==> src/rtl/fetch_pkg.sv <==
// Shared types for the instruction-fetch stage: FSM state, IF/ID payload and defaults.
package fetch_pkg;

    localparam int IF_DATA_W  = 32;
    localparam int IF_ADDR_W  = 32;
    localparam int PC_INC_DEF = 1;

    typedef enum logic {
        S_REQ  = 1'b0,
        S_HOLD = 1'b1
    } state_t;

    // Payload of both the IF/ID register and the skid entry
    typedef struct packed {
        logic [IF_DATA_W-1:0] instr;
        logic [IF_ADDR_W-1:0] npc;
    } if_id_t;

endpackage

==> src/rtl/fetch_skid_reg.sv <==
// One-entry holding register for a fetch consumed while the IF/ID register is stalled.
module fetch_skid_reg
    import fetch_pkg::*;
(
    input  logic   clk,
    input  logic   rst,
    input  logic   load_i,
    input  logic   clr_i,
    input  if_id_t d_i,
    output if_id_t q_o,
    output logic   full_o
);

    if_id_t entry_q;
    logic   full_q;

    always_ff @(posedge clk or posedge rst) begin
        if (rst) begin
            entry_q <= '0;
            full_q  <= 1'b0;
        end else if (clr_i) begin
            full_q  <= 1'b0;
        end else if (load_i) begin
            entry_q <= d_i;
            full_q  <= 1'b1;
        end
    end

    assign q_o    = entry_q;
    assign full_o = full_q;

endmodule

==> src/rtl/fetch_stage.sv <==
// Instruction-fetch stage: PC-driven imem request, IF/ID register, stall skid and flush.
// Optional FETCH_PERF_EN adds saturating fetch/stall counters as extra output ports.
module fetch_stage
    import fetch_pkg::*;
#(
    parameter int DATA_W = IF_DATA_W,
    parameter int ADDR_W = IF_ADDR_W,
    parameter int PC_INC = PC_INC_DEF
) (
    input  logic              clk,
    input  logic              rst,
    input  logic [ADDR_W-1:0] pc_in,
    output logic [ADDR_W-1:0] imem_addr,
    output logic              imem_req,
    input  logic              imem_ack,
    input  logic [DATA_W-1:0] imem_rdata,
    input  logic              stall,
    input  logic              flush,
    output logic              pc_write,
    output logic [DATA_W-1:0] instr_out,
    output logic [ADDR_W-1:0] npc_out,
    output logic              valid_out
`ifdef FETCH_PERF_EN
    ,
    output logic [31:0]       fetch_cnt,
    output logic [15:0]       stall_cnt
`endif
);

    state_t            state_q;
    logic              imem_req_q;
    if_id_t            ifid_q;
    logic              valid_q;
    if_id_t            skid_q;
    logic              skid_full;
    logic              skid_load;
    logic              skid_clr;
    logic              accept;
    logic [ADDR_W-1:0] npc_d;
    if_id_t            fetch_d;

    assign npc_d   = pc_in + ADDR_W'(PC_INC);
    assign fetch_d = '{instr: imem_rdata, npc: npc_d};

    // A fetch is consumed whenever memory answers in S_REQ and no flush overrides it
    assign accept    = (state_q == S_REQ) && imem_ack && !flush;
    assign pc_write  = !rst && (flush || accept);
    assign skid_load = accept && stall;
    assign skid_clr  = flush || ((state_q == S_HOLD) && !stall);

    fetch_skid_reg u_skid (
        .clk    (clk),
        .rst    (rst),
        .load_i (skid_load),
        .clr_i  (skid_clr),
        .d_i    (fetch_d),
        .q_o    (skid_q),
        .full_o (skid_full)
    );

    always_ff @(posedge clk or posedge rst) begin
        if (rst) begin
            state_q    <= S_REQ;
            imem_req_q <= 1'b1;
            ifid_q     <= '0;
            valid_q    <= 1'b0;
        end else if (flush) begin
            state_q    <= S_REQ;
            imem_req_q <= 1'b1;
            valid_q    <= 1'b0;
        end else begin
            case (state_q)
                S_REQ: begin
                    if (imem_ack && !stall) begin
                        ifid_q  <= fetch_d;
                        valid_q <= 1'b1;
                    end else if (imem_ack) begin
                        state_q    <= S_HOLD;
                        imem_req_q <= 1'b0;
                    end else if (!stall) begin
                        valid_q <= 1'b0;
                    end
                end
                S_HOLD: begin
                    if (!stall) begin
                        ifid_q     <= skid_q;
                        valid_q    <= skid_full;
                        state_q    <= S_REQ;
                        imem_req_q <= 1'b1;
                    end
                end
                default: begin
                    state_q    <= S_REQ;
                    imem_req_q <= 1'b1;
                end
            endcase
        end
    end

    assign imem_addr = pc_in;
    assign imem_req  = imem_req_q;
    assign instr_out = ifid_q.instr;
    assign npc_out   = ifid_q.npc;
    assign valid_out = valid_q;

`ifdef FETCH_PERF_EN
    logic [31:0] fetch_cnt_q;
    logic [15:0] stall_cnt_q;

    always_ff @(posedge clk or posedge rst) begin
        if (rst) begin
            fetch_cnt_q <= '0;
            stall_cnt_q <= '0;
        end else begin
            if (accept && (fetch_cnt_q != '1))
                fetch_cnt_q <= fetch_cnt_q + 32'd1;
            if (stall && valid_q && (stall_cnt_q != '1))
                stall_cnt_q <= stall_cnt_q + 16'd1;
        end
    end

    assign fetch_cnt = fetch_cnt_q;
    assign stall_cnt = stall_cnt_q;
`endif

endmodule

==> config.mk <==
export PLATFORM = sky130hd
export DESIGN_NAME = fetch_stage
export DESIGN_NICKNAME = d
export VERILOG_FILES = /design/src/rtl/fetch_pkg.sv /design/src/rtl/fetch_skid_reg.sv /design/src/rtl/fetch_stage.sv
export SDC_FILE = /design/constraint.sdc
export NUM_CORES = 1
export LEC_CHECK = 0
export CORE_MARGIN = 4
export CORE_UTILIZATION = 40
export CTS_BUF_LIST = sky130_fd_sc_hd__clkbuf_8
export CTS_CLUSTER_SIZE = 25
export DETAILED_ROUTE_END_ITERATION = 16
export PLACE_DENSITY = 0.67
export SLEW_MARGIN = 25
export SYNTH_ARGS = -nofsm -noshare
export SYNTH_HDL_FRONTEND = slang
export SYNTH_HIERARCHICAL = 1
export SYNTH_SLANG_ARGS = --single-unit
export TNS_END_PERCENT = 10
==> constraint.sdc <==
create_clock -name clk -period 2.9 [get_ports clk]
set_input_delay 0.58 -clock clk [delete_from_list [all_inputs] [get_ports clk]]
set_output_delay 0.58 -clock clk [all_outputs]
set_load 0.01 [all_outputs]
==> qor.csv, run 1 <==
metric;value;unit
r2r startpoint;state_q$_DFF_PP0_;
Inserted Diodes;0;
Clk Latency, worst-skew pair;0.44;ns
syn nets;668;
IO Port Bufs;167;
Routed WL;17800;um
DRT iter0 DRCs;268;
Avg WL per Cell;17.9;um
maximum vdd drop;0.310;mV
pin count of the biggest net entering global routing;53;
io pins;168;
post-synth top area cell;dfrtp_1;
area grow syn2layout;32.6;%
Root Buffer;clkbuf_8;
Final Cell Area;9030;um2
area of the multi-input gates;2970;um2
CP Capture Type;output pin;
CTS tree;yes;
antenna violations before repair;0;
Die W;139;um
clk slew on worst S/H paths;0.07;ns
Nets;832;
CP Launch Type;input port;
Final WS setup;0.240;ns
slowest stage delay, CP;0.54;ns
Final Hold Viols;0;
status;completed;
hold path start;instr_out[22]$_DFFE_PP0P_;
vias in the first global route;5663;
Reg area;3310;um2
PwrDens;598;nW/um2
post-CTS resize count;0;
max cap viols;0;
CP max-delay cell;clkdlybuf4s50_1;
post-synth top area share;48.1;%
CTS max path bufs;2;
Fill cells;1427;
pre-CTS worst setup slack;-0.133;ns
Slew headroom;40.3;%
Initial Util;40.9;%
Post-synth ARST share;100;%
setup bufs post-CTS;0;
CTS HTree Levels;4;
total number of vias;5169;
count leader, synth;dfrtp_1;
cell area after placement;8650;um2
Post-synth top flop;dfrtp_1;
Tmin final;2.66;ns
FF+latch count, synth;132;
f_max;0.376;GHz
mapped cell area;6810;um2
antenna-violating nets left;0;
unrepaired setup endpoints after global routing;false;
static leakage;3.95;nW
CP max FO;4;
layout cells sized above 1;20.5;%
Worst Skew;0.0128;ns
Min Hold Slack;0.483;ns
GRT Overall Usage;18.6;%
# rows;47;
global-route wire length before repair;29200;um
critical path required time;2.32;ns
cell count after synthesis;598;
synth cell count leaders;dfrtp_1, nand2_1, mux2_4, o21ai_0, mux2i_1;
CTS hold repair buffers;0;
worst slew pin tran;0.893;ns
crit-path cells;clkdlybuf4s50_1, nor2b_1, nor2_1, nor2_1, clkdlybuf4s50_1;
Setup CP Type;in2out;
sequential-to-total area share from yosys stat;48.5;%
Tcrit/Tclk final;91.7;%
drt pass-1 iters;4;
placer congestion estimate;0.836;
Vias per Instance;5.20;
die area;19200;um2
core region area;16600;um2
Syn Area/Cell;11.4;um2
post-synthesis cell type count;47;
gr ovfl total;0;
Critical Path AT;2.08;ns
Die Y;139;um
number of flops mapped to enable cells by yosys;0;
Post-route DRC;0;
clk sinks;132;
synth top area cells;dfrtp_1, mux2_4, mux2i_1, o21ai_0, buf_4;
Tot Pwr;5.40;mW
CTS Buf Count;17;
Warnings, synthesis;6;
Post-DP HPWL;12400;um
Slew Viols, Final;0;
final setup fails;0;
beginning of the critical path;imem_ack;
Hold Path Class;reg2reg;
-- critical path: cells and delay by family --
family	cells	cell delay (ns)
and+or+nand+nor	3	0.41
buffers and inverters	2	1.08
-- registers in the layout, summed over array words and instances (netlist names) --
register	cells
npc_out	32
valid_out	1
imem_req	1
instr_out	32
state_q	1
u_skid/q_o	64
u_skid/full_o	1
-- layout make-up --
cell class / instances / share of cell area (%)
Clock inverter: 10 / 1.02
Inverter: 9 / 0.402
Multi-Input combinational cell: 389 / 32.8
Sequential cell: 132 / 36.6
Tap cell: 220 / 3.05
Timing Repair Buffer: 213 / 22.9
Clock buffer: 21 / 3.20
-- kinds of logic (layout without fill, tap and decap cells) --
| kind of cell | after synthesis | in the layout | synth area share [%] |
|---|---|---|---|
| simple gates | 173 | 173 | 12.8 |
| xor+xnor | 22 | 22 | 2.94 |
| compound gates | 91 | 91 | 7.86 |
| mux | 102 | 102 | 19.5 |
| flops | 132 | 132 | 48.5 |
| fa+ha+maj | 1 | 1 | 0.184 |
| buf+inv | 77 | 253 | 8.23 |
-- power by group --
part	switching, mW	total, mW	internal [mW]
Sequential	0.235	2.48	2.24
Combinational	0.547	1.41	0.865
Clock	0.682	1.51	0.830
-- layer usage --
| metal | vias up | track usage, % | share of wire (%) |
|---|---|---|---|
| li1 | 2400 | - | - |
| met3 | 28 | 5.08 | 5.6 |
| met1 | 2564 | 23.1 | 43 |
| met5 | - | 0 | 0 |
| met2 | 177 | 32.1 | 50 |
| met4 | 0 | 5.30 | 1.3 |
-- path summary, 6_finish.rpt --
| check | to | slack [ns] | depth (start not counted) |
|---|---|---|---|
| worst max-delay path | pc_write | 0.24 | 5 |
| worst min-delay path | instr_out[22]$_DFFE_PP0P_ | 0.48 | 2 |
| worst max register to register | npc_out[19]$_DFFE_PP0P_ | 0.42 | 5 |
| worst min register to register | instr_out[22]$_DFFE_PP0P_ | 0.48 | 2 |
| max in group asynchronous | u_skid/q_o[13]$_DFFE_PP0P_ | 1.70 | 3 |
| min in group asynchronous | u_skid/q_o[37]$_DFFE_PP0P_ | 0.58 | 2 |
-- cell usage in the layout, fill, tap and decap left out, types with 12 or more instances in the layout --
master	instances
buf_4	42
clkbuf_8	21
clkdlybuf4s50_1	167
dfrtp_1	130
inv_1	12
mux2_4	60
mux2i_1	38
nand2_1	66
nand3_1	14
nor2_1	20
nor3_1	16
o21ai_0	60
xor2_1	13
-- metrics by stage --
stage,util [%],setup TNS (ns),std cells
floorplan,-,0,598
global placement,52.0,-0.388,963
detailed placement,52.0,-0.683,963
CTS,54.3,0,994
global route,54.3,0,994
finish,54.3,0,994
No activity file was read; power rests on OpenSTA's default activity.
==> run 2, diff against run 1 <==
Settings changed: HOLD_SLACK_MARGIN set to 0.12.
==> results of run 2 <==
Same layout as run 1: the final DEF is identical, and so are final timing and power.
